**config.mk**
```make
export PLATFORM = sky130hd
export DESIGN_NAME = uart_rx
export DESIGN_NICKNAME = d
export VERILOG_FILES = /design/src/rtl/uart_pkg.sv /design/src/rtl/baud_tick_gen.sv /design/src/rtl/uart_rx.sv
export SDC_FILE = /design/constraint.sdc
export NUM_CORES = 1
export LEC_CHECK = 0
export BUFFER_PORTS_ARGS = -buffer_cell sky130_fd_sc_hd__buf_2
export CAP_MARGIN = 20
export CORE_MARGIN = 1
export CORE_UTILIZATION = 45
export CTS_CLUSTER_SIZE = 40
export DETAILED_ROUTE_END_ITERATION = 8
export PLACE_DENSITY = 0.74
export SYNTH_ARGS = -nofsm -noshare
export SYNTH_HDL_FRONTEND = slang
export SYNTH_SLANG_ARGS = --single-unit
```
**constraint.sdc**
```tcl
create_clock -name clk -period 4.08 [get_ports clk]
set_input_delay 0.816 -clock clk [delete_from_list [all_inputs] [get_ports clk]]
set_output_delay 0.816 -clock clk [all_outputs]
set_load 0.05 [all_outputs]
```
**src/rtl/uart_pkg.sv**
```systemverilog
// Shared definitions for the UART receive and transmit paths.
package uart_pkg;

  localparam int         OVERSAMPLE  = 16;
  localparam logic [3:0] MID_SAMPLE  = 4'd7;
  localparam logic [3:0] LAST_SAMPLE = 4'd15;
  localparam int         DEFAULT_DIV = 27;

  typedef enum logic [2:0] {
    ST_IDLE      = 3'd0,
    ST_START     = 3'd1,
    ST_DATA      = 3'd2,
    ST_STOP      = 3'd3,
    ST_WAIT_HIGH = 3'd4
  } rx_state_e;

endpackage

```
**src/rtl/baud_tick_gen.sv**
```systemverilog
// Oversample tick generator: one-cycle tick every DIV clocks, phase reset by clear.
module baud_tick_gen
  import uart_pkg::*;
#(
  parameter int DIV = DEFAULT_DIV
) (
  input  logic clk,
  input  logic reset,
  input  logic clear,
  output logic tick
);

  localparam int            CW   = (DIV > 1) ? $clog2(DIV) : 1;
  localparam logic [CW-1:0] LAST = CW'(DIV - 1);

  logic [CW-1:0] count;

  // Free-running divider; clear realigns the phase to the start edge.
  always_ff @(posedge clk) begin
    if (reset) begin
      count <= '0;
    end else if (clear) begin
      count <= '0;
    end else if (count == LAST) begin
      count <= '0;
    end else begin
      count <= count + CW'(1);
    end
  end

  assign tick = (count == LAST);

endmodule

```
**src/rtl/uart_rx.sv**
```systemverilog
// 8N1-style UART receiver with 16x oversampling, FIFO write port and error pulses.
module uart_rx
  import uart_pkg::*;
#(
  parameter int DIV    = DEFAULT_DIV,
  parameter int DWIDTH = 8
) (
  input  logic              clk,
  input  logic              reset,
  input  logic              rx,
  input  logic              fifo_full,
  output logic              fifo_wr,
  output logic [DWIDTH-1:0] fifo_wdata,
  output logic              frame_err,
  output logic              overrun,
  output logic              busy
);

  localparam int            SCW      = $clog2(OVERSAMPLE);
  localparam int            BW       = (DWIDTH > 1) ? $clog2(DWIDTH) : 1;
  localparam logic [BW-1:0] LAST_BIT = BW'(DWIDTH - 1);

  rx_state_e         state;
  rx_state_e         next_state;
  logic              rx_meta;
  logic              rx_s;
  logic              tick;
  logic              tick_clear;
  logic [SCW-1:0]    sc;
  logic [BW-1:0]     bit_idx;
  logic [DWIDTH-1:0] shreg;
  logic              mid_tick;
  logic              last_tick;
  logic              wr_next;
  logic              ovr_next;
  logic              ferr_next;
  logic              busy_next;

  // Two-flop synchronizer; idles high so reset does not look like a start bit.
  always_ff @(posedge clk) begin
    if (reset) begin
      rx_meta <= 1'b1;
      rx_s    <= 1'b1;
    end else begin
      rx_meta <= rx;
      rx_s    <= rx_meta;
    end
  end

  assign tick_clear = (state == ST_IDLE) && !rx_s;
  assign mid_tick   = tick && (sc == MID_SAMPLE);
  assign last_tick  = tick && (sc == LAST_SAMPLE);

  baud_tick_gen #(
    .DIV(DIV)
  ) u_tick (
    .clk  (clk),
    .reset(reset),
    .clear(tick_clear),
    .tick (tick)
  );

  // FSM state register.
  always_ff @(posedge clk) begin
    if (reset) begin
      state <= ST_IDLE;
    end else begin
      state <= next_state;
    end
  end

  // FSM next-state logic.
  always_comb begin
    next_state = state;
    case (state)
      ST_IDLE: begin
        if (!rx_s) next_state = ST_START;
        else       next_state = ST_IDLE;
      end
      ST_START: begin
        if (mid_tick) next_state = rx_s ? ST_IDLE : ST_DATA;
        else          next_state = ST_START;
      end
      ST_DATA: begin
        if (last_tick && (bit_idx == LAST_BIT)) next_state = ST_STOP;
        else                                    next_state = ST_DATA;
      end
      ST_STOP: begin
        if (last_tick) next_state = rx_s ? ST_IDLE : ST_WAIT_HIGH;
        else           next_state = ST_STOP;
      end
      ST_WAIT_HIGH: begin
        if (rx_s) next_state = ST_IDLE;
        else      next_state = ST_WAIT_HIGH;
      end
      default: next_state = ST_IDLE;
    endcase
  end

  // FSM output decode: stop-bit decision becomes next-cycle pulses.
  always_comb begin
    wr_next   = 1'b0;
    ovr_next  = 1'b0;
    ferr_next = 1'b0;
    busy_next = (next_state != ST_IDLE);
    if ((state == ST_STOP) && last_tick) begin
      if (!rx_s) begin
        ferr_next = 1'b1;
      end else if (fifo_full) begin
        ovr_next = 1'b1;
      end else begin
        wr_next = 1'b1;
      end
    end else begin
      wr_next   = 1'b0;
      ovr_next  = 1'b0;
      ferr_next = 1'b0;
    end
  end

  // Sample counter, bit index and shift register; sc wraps naturally between bits.
  always_ff @(posedge clk) begin
    if (reset) begin
      sc      <= '0;
      bit_idx <= '0;
      shreg   <= '0;
    end else if (tick_clear) begin
      sc      <= '0;
      bit_idx <= '0;
    end else if ((state == ST_START) && mid_tick) begin
      sc      <= '0;
      bit_idx <= '0;
    end else if ((state == ST_DATA) && last_tick) begin
      sc      <= sc + SCW'(1);
      bit_idx <= bit_idx + BW'(1);
      shreg   <= {rx_s, shreg[DWIDTH-1:1]};
    end else if ((state != ST_IDLE) && tick) begin
      sc <= sc + SCW'(1);
    end else begin
      sc <= sc;
    end
  end

  // Registered outputs; write data holds its value between writes.
  always_ff @(posedge clk) begin
    if (reset) begin
      fifo_wr    <= 1'b0;
      frame_err  <= 1'b0;
      overrun    <= 1'b0;
      busy       <= 1'b0;
      fifo_wdata <= '0;
    end else begin
      fifo_wr   <= wr_next;
      frame_err <= ferr_next;
      overrun   <= ovr_next;
      busy      <= busy_next;
      if (wr_next) begin
        fifo_wdata <= shreg;
      end else begin
        fifo_wdata <= fifo_wdata;
      end
    end
  end

endmodule
```
==> results.py <==
metrics = {
    "outcome": {
        "status": "finished, final reports clean",
    },
    "die": {
        "die-area_um2": 3810,
        "fp.dieH_um": 61.73,
        "rows": 21,
        "dieWidth_um": 61.73,
        "ioPinCount": 16,
        "core-area_um2": 3390,
        "initial_core_util_pct": 47.36,
    },
    "routing": {
        "drtIter0Drc": 103,
        "post_drt_wl_per_cell_um": 10.91,
        "vias": 1159,
        "ant_nets": 0,
        "drc": 0,
        "dr.pass1.iters": 4,
        "vias_per_cell": 4.953,
        "wirelength_um": 2554,
    },
    "cells_and_area": {
        "final_cells": 234,
        "final_cell_mix": "37 x dfxtp_1, 31 x nand2_1, 15 x buf_2, 14 x nor2_1, 11 x a21oi_1",
        "area_growth_pct": 10.05,
        "regArea_um2": 740.7,
        "antenna_cells": 0,
        "fillers": 316,
        "final_area_um2": 1767,
        "drive_above_1_share_pct": 21.81,
        "multi_input_area_um2": 785.8,
        "fin_nets": 196,
        "final_common_cell": "dfxtp_1",
    },
    "setup_path": {
        "worst-r2r-setup-slack_ns": 2.15,
        "critical_path_required_ns": 4.36,
        "rr_startpoint": "u_tick.count[0]$_SDFF_PP0_",
        "start_kind": "flip-flop",
        "cp-endpoint": "busy$_SDFF_PP0_",
        "crit_start": "u_tick.count[0]$_SDFF_PP0_",
        "end_kind": "flip-flop",
        "cp_max_fo": 12,
        "cp.arrival_ns": 2.21,
        "critPathKind": "flip-flop to flip-flop",
        "r2r_cells": 6,
        "r2r-end": "busy$_SDFF_PP0_",
    },
    "sta": {
        "max_slew.worst_pin.slew_ns": 0.5977,
        "fmax_ghz": 0.5185,
        "report.final.setup_viol": 0,
        "finalMaxSlewViolations": 0,
        "fin_crit_sh_pct": 47.27,
        "timing.hold.ws_ns": 0.4309,
        "finalHoldViolations": 0,
        "rsz0062_at_grt": "no",
        "tns_ns": 0,
        "slew_headroom_pct": 59.85,
        "min_period_ns": 1.929,
        "finClkSkew_ns": 0.01402,
    },
    "clocking": {
        "path_clk_slew_ns": 0.10,
        "cts_root_buffer": "clkbuf_4",
        "ctsHoldBuffers": 0,
        "clockBufferDepth": 2,
        "cts_tree": "yes",
        "cts-htree-levels": 2,
        "cts_inserted_buffers": 5,
        "cts_setup_buffers": 0,
        "cts_resized": 0,
        "cts.sinks": 37,
        "clk_latency_ns": 0.35,
    },
    "min_path": {
        "hold_path_class": "flip-flop to flip-flop",
        "holdPathStages": 1,
    },
    "synthesis": {
        "ys_seq_area_share_pct": 46.14,
        "synth_nets": 184,
        "ys_ff_latch": 37,
        "synthesis.area_um2": 1605,
        "yosysWarnings": 0,
        "synth.avg_cell_area_um2": 9.173,
        "postSynthCellCount": 175,
        "ys_types": 37,
    },
    "power": {
        "pwr_density_cell_nw_per_um2": 375.7,
        "power_leakage_nw": 0.7443,
        "total_power_mw": 0.6638,
        "worst_ir_drop_vdd_uv": 136.7,
    },
    "run": {
        "cap_violations": 0,
    },
    "global_route": {
        "grt_pass1_vias": 971,
        "grt_first_pass_wirelength_um": 4195,
        "track_usage_pct": 15.43,
        "grt_max_degree": 26,
        "grt_antenna_before_repair": 0,
        "gr-total-overflow": 0,
    },
    "placement": {
        "place.gp.congestion": 0.7548,
        "dp_hpwl_um": 1774,
        "numPortBuffers": 15,
        "placed_cells": 226,
        "dpl_cell_area_um2": 1678,
    },
}
how the worst min path moves through the flow:
stage	start	endpoint	slack, ns
floorplan	rx_meta$_SDFF_PP1_	rx_s$_SDFF_PP1_	0.39
global placement	rx_meta$_SDFF_PP1_	rx_s$_SDFF_PP1_	0.41
detailed placement	rx_meta$_SDFF_PP1_	rx_s$_SDFF_PP1_	0.41
CTS	rx_meta$_SDFF_PP1_	rx_s$_SDFF_PP1_	0.44
global route	rx_meta$_SDFF_PP1_	rx_s$_SDFF_PP1_	0.47
finish	rx_meta$_SDFF_PP1_	rx_s$_SDFF_PP1_	0.43
synth_stat cells, drive strengths merged:
library cell | number | area (µm²)
a211o | 1 | 8.760
a211oi | 1 | 12.51
a21o | 2 | 15.01
a21oi | 19 | 125.1
and4b | 1 | 10.01
buf | 7 | 48.79
clkbuf | 3 | 11.26
dfxtp | 37 | 740.7
ha | 5 | 62.56
inv | 5 | 18.77
nand2 | 31 | 116.4
nand2b | 2 | 12.51
nand3 | 5 | 30.03
nand3b | 1 | 20.02
nand4b | 1 | 23.77
nor2 | 14 | 52.55
nor3 | 6 | 30.03
nor4 | 3 | 48.80
o211a | 1 | 10.01
o211ai | 1 | 12.51
o21ai | 11 | 55.05
o2bb2ai | 1 | 8.760
o31a | 1 | 8.760
o31ai | 1 | 7.510
or2 | 4 | 25.03
or3 | 2 | 12.51
or4 | 1 | 7.510
xnor2 | 4 | 35.03
xor2 | 4 | 35.03
cell families after synthesis:
group / Yosys count / share of synthesized area, %
adder cells (fa/ha/maj): 5 / 3.897
AND/OR/NAND/NOR: 71 / 24.24
AO/OA/AOI/OAI: 39 / 16.45
flip-flops: 37 / 46.14
buffers and inverters: 15 / 4.910
XOR/XNOR: 8 / 4.364
per-layer routing:
| metal | share of wire [%] | vias up | global-route usage (%) | wire length (µm) |
|---|---|---|---|---|
| li1 | - | 620 | - | - |
| met1 | 54 | 518 | 20.77 | 1376 |
| met5 | 0 | - | 0 | 0 |
| met2 | 40 | 16 | 20.89 | 1017 |
| met3 | 4.2 | 5 | 6.832 | 108 |
| met4 | 2.1 | 0 | 7.619 | 53 |
worst max-delay path: stages (launching register included):
cell and delay (ns):
dfxtp_1 0.35, inv_1 0.06, ha_1 0.19, nand4b_4 0.23, or3_1 0.59, a211o_1 0.37
o211ai_2 0.07
state kept, by name, summed over array words and instances (netlist names), 3 cells and up:
signal,cells
bit_idx,3
u_tick.count,5
shreg,8
state,3
sc,4
fifo_wdata,8
layout make-up:
cell class	instances	share of cell area, %
multi-input combinational	123	44.48
sequential	37	41.93
timing repair buffer	15	4.249
tap	46	3.258
clock buffer	6	2.904
clock inverter	2	2.125
inverter	5	1.062
through the flow:
step / utilization [%] / setup slack [ns]
6_report: 52.12 / 2.151
5_1_grt: 52.12 / 1.998
4_1_cts: 52.12 / 2.137
3_5_place_dp: 49.50 / 2.133
3_3_place_gp: 49.50 / 2.140
2_1_floorplan: - / 2.369
where the power goes:
part,internal [mW],switching [mW],total (mW)
logic,0.00959,0.0167,0.0263
clock network,0.146,0.121,0.267
registers,0.366,0.00510,0.371
total,0.521,0.143,0.664
Note: power is estimated with default switching activity, not from simulation.
